--- config.mk ---
export PLATFORM = sky130hd
export DESIGN_NAME = dec_scan
export DESIGN_NICKNAME = d
export VERILOG_FILES = /design/src/rtl/dec_scan.sv
export SDC_FILE = /design/constraint.sdc
export NUM_CORES = 1
export LEC_CHECK = 0
export CAP_MARGIN = 15
export CORE_AREA = 4 4 41 43
export DETAILED_ROUTE_END_ITERATION = 7
export DIE_AREA = 0 0 45 47
export PLACE_DENSITY = 0.7
export SYNTH_ARGS = -nofsm -noshare
export SYNTH_HDL_FRONTEND = slang
export SYNTH_SLANG_ARGS = --single-unit
--- constraint.sdc ---
create_clock -name i_clk -period 1.4 [get_ports i_clk]
set_input_delay 0.21 -clock i_clk [delete_from_list [all_inputs] [get_ports i_clk]]
set_output_delay 0.21 -clock i_clk [all_outputs]
set_load 0.02 [all_outputs]
--- src/rtl/dec_scan.sv ---
// Registered N-to-2^N one-hot decoder with an auto-scan sequencer (direct decode or timed index sweep).
// Latency: 1 cycle from any sampled input to d/idx/wrap; all outputs come straight from flops.
// Backpressure: none; the block always accepts its inputs, and en=0 freezes state and blanks the outputs.
//
// Ports:
//   i_clk    rising-edge clock
//   i_rst    synchronous active-high reset
//   i_en     global enable; low forces outputs to zero and holds idx/dwell/prev_mode
//   i_mode   0 = direct decode of i_a, 1 = auto-scan
//   i_a      decode target (direct) or start index (scan entry / load)
//   i_load   scan mode only: jump to i_a and restart the dwell
//   o_d      registered one-hot output, zero when off
//   o_idx    current registered index
//   o_wrap   one-cycle pulse when a scan step wraps idx from 2^N-1 to 0
module dec_scan #(
    parameter int N     = 2,
    parameter int DWELL = 4
) (
    input  logic             i_clk,
    input  logic             i_rst,
    input  logic             i_en,
    input  logic             i_mode,
    input  logic [N-1:0]     i_a,
    input  logic             i_load,
    output logic [2**N-1:0]  o_d,
    output logic [N-1:0]     o_idx,
    output logic             o_wrap
);

    localparam int W  = 2**N;
    localparam int DW = (DWELL > 1) ? $clog2(DWELL) : 1;
    localparam logic [DW-1:0] DWELL_LAST = DW'(DWELL - 1);
    localparam logic [N-1:0]  IDX_MAX    = {N{1'b1}};
    localparam logic [W-1:0]  ONE_HOT0   = {{(W-1){1'b0}}, 1'b1};

    typedef enum logic [1:0] {
        ST_OFF    = 2'd0,
        ST_DIRECT = 2'd1,
        ST_SCAN   = 2'd2
    } state_t;

    state_t          r_state;
    logic [N-1:0]    r_idx;
    logic [DW-1:0]   r_dwell;
    logic            r_prev_mode;
    logic            r_wrap;
    logic [W-1:0]    r_d;

    state_t          w_state_nxt;
    logic [N-1:0]    w_idx_nxt;
    logic [DW-1:0]   w_dwell_nxt;
    logic            w_prev_mode_nxt;
    logic            w_wrap_nxt;
    logic [W-1:0]    w_d_nxt;
    logic            w_entry;

    // Scan is (re)entered whenever we were not already scanning: coming out of
    // OFF (re-enable, post-reset) or DIRECT, or the last enabled cycle was direct.
    assign w_entry = (r_state != ST_SCAN) || !r_prev_mode;

    always_comb begin
        w_state_nxt     = r_state;
        w_idx_nxt       = r_idx;
        w_dwell_nxt     = r_dwell;
        w_prev_mode_nxt = r_prev_mode;
        w_wrap_nxt      = 1'b0;

        if (!i_en) begin
            w_state_nxt = ST_OFF;
        end else if (!i_mode) begin
            w_state_nxt     = ST_DIRECT;
            w_idx_nxt       = i_a;
            w_dwell_nxt     = '0;
            w_prev_mode_nxt = 1'b0;
        end else if (w_entry || i_load) begin
            // Entry and load have the same effect, so a coincident pair is harmless.
            w_state_nxt     = ST_SCAN;
            w_idx_nxt       = i_a;
            w_dwell_nxt     = '0;
            w_prev_mode_nxt = 1'b1;
        end else begin
            w_state_nxt     = ST_SCAN;
            w_prev_mode_nxt = 1'b1;
            if (r_dwell == DWELL_LAST) begin
                w_dwell_nxt = '0;
                w_idx_nxt   = r_idx + N'(1);
                w_wrap_nxt  = (r_idx == IDX_MAX);
            end else begin
                w_dwell_nxt = r_dwell + DW'(1);
            end
        end

        // d is derived from the next index so it lands in the same edge as idx.
        w_d_nxt = (w_state_nxt == ST_OFF) ? '0 : (ONE_HOT0 << w_idx_nxt);
    end

    always_ff @(posedge i_clk) begin
        if (i_rst) begin
            r_state     <= ST_OFF;
            r_idx       <= '0;
            r_dwell     <= '0;
            r_prev_mode <= 1'b0;
            r_wrap      <= 1'b0;
            r_d         <= '0;
        end else begin
            r_state     <= w_state_nxt;
            r_idx       <= w_idx_nxt;
            r_dwell     <= w_dwell_nxt;
            r_prev_mode <= w_prev_mode_nxt;
            r_wrap      <= w_wrap_nxt;
            r_d         <= w_d_nxt;
        end
    end

    assign o_d    = r_d;
    assign o_idx  = r_idx;
    assign o_wrap = r_wrap;

endmodule

After elaboration in Yosys (flattened, before gate mapping)
Index checks and enable logic that the tools add are counted.

Register bits: 12. Bits of input ports: 7. Output and inout bits: 7. Word-level logic and storage cells: 31.

Add/sub/neg operators: 2. Equal/unequal tests: 3. Shift operators: 1. Mux-type cells: 10. Bitwise operators: 3. Reductions and logical operators: 6.

Operators by type and width (count): two-way mux 2 bit (9); OR reduction 5 bit (1); adder 2 x 1 -> 2 bit (second input constant) (2); == test 2 bit (second input constant) (2); left shift 1 x 2 -> 4 bit (first input constant) (1); inverter 1 bit (3); logical NOT 2 bit (1); logical OR 1 bit (2); != test 2 bit (second input constant) (1); OR reduction 2 bit (1); logical NOT 1 bit (1); two-way mux 1 bit (1).

Depth between registers and ports, before layout
Word-level depth: 7. Depth in mapped cells: 5. Mapped depth without buffers: 5.

Worst setup path before layout
Ideal clock, no wire load.

Path type: register to register. Start: reg r_idx[0], in the netlist o_idx[0]. End: reg r_d[1], in the netlist o_d[1]. Setup time: 0.080 ns. Arrival time: 1.252 ns. Required time: 1.320 ns. Setup slack: 0.069 ns. Stages on the path, launching flop included: 6. Buffers on the path: 0. Clock period less this slack: 1.331 ns. Path through: dfxtp_1 > ha_1 > mux2i_1 > nand3_1 > o21ai_1 > nor3b_1.

Word-level cells in the longest chain between the ends: 6.

Ends and longest elaborated chain: from (decl) (line 43) `logic [N-1:0] r_idx;`; from (signal assigned) (line 107) `r_idx <= w_idx_nxt;`; adder 2 x 1 -> 2 bit (line 86) `w_idx_nxt = r_idx + N'(1);`; two-way mux 2 bit (line 84) `if (r_dwell == DWELL_LAST) begin`; two-way mux 2 bit (line 75) `end else if (w_entry || i_load) begin`; two-way mux 2 bit (line 70) `end else if (!i_mode) begin`; two-way mux 2 bit * (line 68) `if (!i_en) begin`; left shift 1 x 2 -> 4 bit * (line 94) `w_d_nxt = (w_state_nxt == ST_OFF) ? '0 : (ONE_HOT0 << w_idx_nxt);`; to (signal assigned) (line 111) `r_d <= w_d_nxt;`; to (decl) (line 47) `logic [W-1:0] r_d;`.

Every way passes the cells marked *; elsewhere a longest branch is shown, timed or not. A chain may end at the register's enable or synchronous reset.

Final worst setup path
Start: reg r_dwell[0]. End: reg r_d[2], in the netlist o_d[2].

Word-level cells in the longest chain between the ends: 6.

Ends and longest elaborated chain: from (decl) (line 44) `logic [DW-1:0] r_dwell;`; from (signal assigned) (line 108) `r_dwell <= w_dwell_nxt;`; == test 2 bit (line 84); two-way mux 2 bit (line 84); two-way mux 2 bit (line 75); two-way mux 2 bit (line 70); two-way mux 2 bit (line 68); left shift 1 x 2 -> 4 bit (line 94).

Every way passes these cells.

==> out/metrics.yaml <==
run_status:
  status: "finished clean"
global_routing:
  grt.total_usage_pct: 12.9
  antenna_found_initial: 0
  overflow: 0
  grt_pass1_wl_um: 1880
  grt_max_degree: 10
  grt_pass1_vias: 433
sta:
  clock.fmax_mhz: 728
  hold_viol: 0
  holdWs_ps: 348
  rsz0062_at_grt: "yes"
  period_needed_ps: 1370
  setup_violations: 0
  skew_ps: 9.02
  relSlewSlack_pct: 77.6
  maxSlewViolCount: 0
  fin_crit_sh_pct: 98.2
  worst_pin_slew_ps: 336
job:
  cap_violations: 0
die:
  die_h_um: 47
  core.rowCount: 13
  coreArea_um2: 1300
  die_w_um: 45
  die_area_um2: 2120
  start_util_pct: 38.5
  boundaryPins: 14
pwr:
  combPwrFrac_pct: 13.0
  p_sw_share_pct: 23.0
  p_clk_share_pct: 38.0
  ir_worst_vdd_uv: 745
  finalPower_mw: 0.730
  powerDensity_nw_per_um2: 934
  intPower_mw: 0.562
  p_leak_nw: 0.388
  seqPwrFrac_pct: 49.0
  switchingPower_mw: 0.168
yosys:
  synth_fa_ha_area_share_pct: 7.50
  syn-mean-instance-area_um2: 9.81
  synth_warnings: 0
  synth.mux.area_fraction_pct: 4.00
  synth_top_family_by_area: "simple AND/OR/NAND/NOR gates"
  ys_seq_elements: 12
  syn-cell-area_um2: 500
  postSynthCellCount: 51
  syn-num-nets: 61
  synthXorXnorAreaFrac_pct: 0
  yosys.cell_types.count: 23
  synthSimpleGateAreaFrac_pct: 30.5
  ys_seq_area_share_pct: 48.0
  synth_compound_area_share_pct: 7.50
clock_network:
  cts_tree: "done"
  cts_inserted_buffers: 3
  htree_levels: 1
  clock_sink_count: 12
  clock_latency_ps: 280
  clk_pin_slew_ps: 80
  cts_root_buf: "clkbuf_4"
  clk_path_buf_depth: 2
routing:
  route.detailed.drc: 0
  first_iter_violations: 1
  wl_per_cell_um: 12.7
  vias: 443
  antenna_left: 0
  drt-pass1-iter-count: 2
  vias_per_cell: 4.87
  routed_wl_um: 1160
worst_setup_path:
  critPathRequiredTime_ps: 1600
  cp_slowest_cell: "dfxtp_2"
  cp.arrival_ps: 1580
  path_cells: "ha_4 > and3b_1 > o211ai_1 > o211a_1 > nor3b_4"
  critPathMaxFanout: 5
  start_kind: "flip-flop"
  worstSetupPathType: "flip-flop to flip-flop"
  cpPeakStageDelay_ps: 350
  cp-end-kind: "flip-flop"
placement:
  gp_congestion: 0.732
  dp_hpwl_um: 830
  io_buffers: 13
  dpl_cell_area_um2: 708
  placed_cells: 86
cells_and_area:
  fill_cells: 127
  multi_input_area_um2: 278
  stdcell_area_um2: 782
  drive_above_1_share_pct: 30.3
  num-nets-final: 87
  layout_common_cells: "buf_4 (10), dfxtp_1 (9), dlygate4sd2_1 (7)"
  regArea_um2: 244
  finish.utilization_pct: 60.1
  final_cells: 91
  final_common_cell: "buf_4"
  area_delta_synth_final_pct: 56.3
  n_antenna_cell: 0
min_path:
  hold_class: "primary input to flip-flop"
## sequential cells by signal (all words and copies together) (netlist names)
signal and count:
o_d 4, o_idx 2, o_wrap 1, r_dwell 2, r_prev_mode 1, r_state 2
## metrics by stage
step / setup slack, ps / setup TNS (ps)
3_5_place_dp: -305 / -1790
5_1_grt: -69.0 / -171
3_3_place_gp: -269 / -1720
4_1_cts: 6.56 / 0
2_1_floorplan: 68.6 / 0
6_report: 25.8 / 0
## final timing paths
kind,start,endpoint,slack (ps),cells after the start
worst max-delay path,r_dwell[0],o_d[2],30,5
worst min-delay path,i_mode,r_state[0],350,3
worst max register to register,r_dwell[0],o_d[2],30,5
worst min register to register,r_dwell[1],r_dwell[1],500,2
## Yosys cell counts
master    instances  area (um2)
nor3b_1           2        15.0
o21ai_1           1        5.00
inv_1             1        3.75
nor3_1            2        10.0
clkbuf_1          1        3.75
and2_1            1        6.26
a21oi_1           2        10.0
ha_1              3        37.5
dfxtp_1          12         240
nand2_1           3        11.3
o21ai_0           1        5.00
o211a_1           1        10.0
and3b_1           2        17.5
nand3_1           2        10.0
or4b_1            1        10.0
nor2_1            5        18.8
nand2_2           1        6.26
mux2i_1           2        20.0
nor2b_1           1        6.26
buf_2             1        5.00
o211ai_1          1        7.51
and4bb_4          1        16.3
nand2b_1          4        25.0
## power by group through the flow
stage	sequential (mW)	clock [mW]	combinational (mW)
after global routing	0.359	0.298	0.103
after floorplan	0.374	0	0.0295
after global placement	0.365	0	0.0918
final	0.358	0.277	0.0948
after detailed placement	0.366	0	0.0932
after CTS	0.358	0.279	0.0913
## cell type report
type | count | share of cell area [%]
sequential | 12 | 31.2
tap | 15 | 2.40
multi-input combinational | 36 | 35.5
inverter | 1 | 0.480
timing repair buffer | 23 | 25.8
clock buffer | 4 | 4.64
## timing repair
action	CTS	global route
gates resized for setup	9	9
hold buffers	0	0
endpoints found under the setup margin	7	8
pin swaps	3	4
buffers inserted	1	0
## logic make-up (layout without fill, tap and decap cells)
family,after synthesis,after routing
muxes,2,2
and+or+nand+nor,25,25
adders and majority gates,3,3
buffers and inverters,3,28
DFF,12,12
AOI/OAI and AO/OA,6,6
## routing by layer
layer	routed length, um	GRT usage, %
met5	0	0
met1	466	14.1
met4	13	3.51
met3	89	6.51
met2	588	22.0
## worst max-delay path, delay by kind of cell (launching register included)
family / cells / cell delay, ps
DFF: 1 / 350
adders and majority gates: 1 / 170
AOI/OAI and AO/OA: 2 / 440
and+or+nand+nor: 2 / 360
No activity file was read; power rests on OpenSTA's default activity.
==> RTL change: new RTL, config.mk and constraints unchanged <==
Remove the register `r_d`: a continuous assignment takes its place, so the output `o_d` follows one clock earlier.
--- a/src/rtl/dec_scan.sv
+++ b/src/rtl/dec_scan.sv
@@ -101,16 +101,16 @@
             r_dwell     <= '0;
             r_prev_mode <= 1'b0;
             r_wrap      <= 1'b0;
-            r_d         <= '0;
         end else begin
             r_state     <= w_state_nxt;
             r_idx       <= w_idx_nxt;
             r_dwell     <= w_dwell_nxt;
             r_prev_mode <= w_prev_mode_nxt;
             r_wrap      <= w_wrap_nxt;
-            r_d         <= w_d_nxt;
         end
     end
+
+    assign r_d = w_d_nxt;
 
     assign o_d    = r_d;
     assign o_idx  = r_idx;
Formal check against the unedited RTL: not equivalent (a bounded check fails within 4 cycles, from zero or initial values and one cycle with i_rst high).
==> RTL change against the original RTL <==
- the flow now finishes with violations (setup timing)
- register-to-register slack worse by 0.18 ns
- area after synthesis down 9.2%
- sequential cell count down 4
- final area up 3.0%
- via count up 1.6%
- count of clock-buffer cells in the layout down 1
- routed wire length down 0.86%
- total power down 26%
- cell count up 2.2%
- core utilization up 1.8 points
- setup slack worse by 0.64 ns
==> RTL change: results (changes against the original RTL) <==
* Final setup vio count at 5 (+5)
* Sequential share of the synthesized area at 35.3% (-13 points)
* Worst path arrival time at 1.81 ns (+0.23 ns)
* Via Count at 450 (+1.6%)
* Share of layout cells above drive strength 1 at 48.7% (+18 points)
* Final WS setup at -0.616 ns (-0.642 ns)
* Status: complete, but fails checks
* Distinct cells, synth at 25 (+8.7%)
* Place WS at -0.985 ns (-0.679 ns)
* First-pass GRT wire length at 1810 um (-3.3%)
* Reg2reg setup slack at -0.15 ns (-0.18 ns)
* Placed cells at 89 (+3.5%)
* Starting DRT DRC Count at 5 (+4)
* Top cells by area, synth: dfxtp_1 (35%), ha_1 (8.3%), nand2b_1 (5.5%)
* Worst hold slack at 0.430 ns (+0.0818 ns)
* Detailed placement HPWL at 908 um (+9.4%)
* Worst-path fanout max at 4 (-1)
* Max IR drop VDD at 0.396 mV (-47%)
* Compound-Gate Fraction of Synth Area at 13.2% (+5.7 points)
* GRT Overall Usage at 12.5% (-0.38 points)
* Syn nets at 60 (-1.6%)
* Violated checks: setup timing
* Total routed wirelength at 1150 um (-0.86%)
* Multiplexer share of the synthesized area at 4.41% (+0.41 points)
* Nets@finish at 90 (+3.4%)
* RR Startpoint: r_state[0]
* Clock Skew at 0.000588 ns (-0.00843 ns)
* WL per Instance at 12.3 um (-3.0%)
* Most frequent cells after synthesis: dfxtp_1 (8), nor2_1 (6), a21oi_1 (4), nand2b_1 (4)
* Leakage Power at 0.367 nW (-5.3%)
* Post-synthesis xor/xnor area fraction at 1.93% (+1.9 points)
-- RTL change: changes by cell type after synthesis, sizes merged, moves of 2 or more --
cell   change
a21oi      +2
dfxtp      -4
o21ai      -2
or2        +2
-- RTL change: worst max-delay path by stage --
| stage | from | to | cells past startpoint |
|---|---|---|---|
| after floorplan | o_idx[0] | o_d[1] | 5 |
| after global placement | i_mode | o_d[0] | 6 |
| after detailed placement | i_mode | o_d[0] | 6 |
| after CTS | o_idx[1] | o_d[2] | 6 |
| after global routing | o_idx[1] | o_d[2] | 6 |
| final | r_dwell[1] | o_d[2] | 6 |
-- RTL change: worst min-delay path: stages --
cell and delay (ns):
dlygate4sd2_1 0.26, buf_4 0.14, nor2_1 0.04
-- RTL change: routing by layer --
| layer | vias to the layer above | track usage, % | part of all wire, % |
|---|---|---|---|
| li1 | 240 | - | - |
| met2 | 12 | 20.9 | 50 |
| met4 | 0 | 3.51 | 0.78 |
| met5 | - | 0 | 0 |
| met1 | 196 | 14.4 | 43 |
| met3 | 2 | 5.75 | 6.2 |
-- RTL change: through the flow --
stage / cell area [um2] / setup TNS, ns
floorplan: 512 / -0.927
global placement: 747 / -5.06
detailed placement: 747 / -5.26
CTS: 791 / -2.56
global route: 806 / -2.92
finish: 806 / -2.53
-- RTL change: report_power, final --
| group | internal (W) | total [W] | switching (W) |
|---|---|---|---|
| clock network | 0.0000983 | 0.000180 | 0.0000812 |
| logic | 0.0000655 | 0.000116 | 0.0000502 |
| registers | 0.000235 | 0.000241 | 0.00000677 |
| total | 0.000399 | 0.000537 | 0.000138 |
-- RTL change: timing repair --
action                     CTS  global route
hold buffers                 0             0
gates resized for setup     31             5
pin swaps                    2             3
setup endpoints to repair    8             8
setup buffers                1             0
-- RTL change: cells by family after synthesis --
kind of cell               Yosys count
AOI/OAI and AO/OA                    9
xor gates and xnor gates             1
adders and majority gates            3
buffers and inverters                2
DFF                                  8
muxes                                2
and+or+nand+nor                     25
-- RTL change: area by class of cell --
class,count,area [um2]
Fill cell,116,495
Multi-Input combinational cell,40,353
Clock buffer,3,22.5
Timing Repair Buffer,26,236
Inverter,1,3.75
Sequential cell,8,171
Tap cell,15,18.8
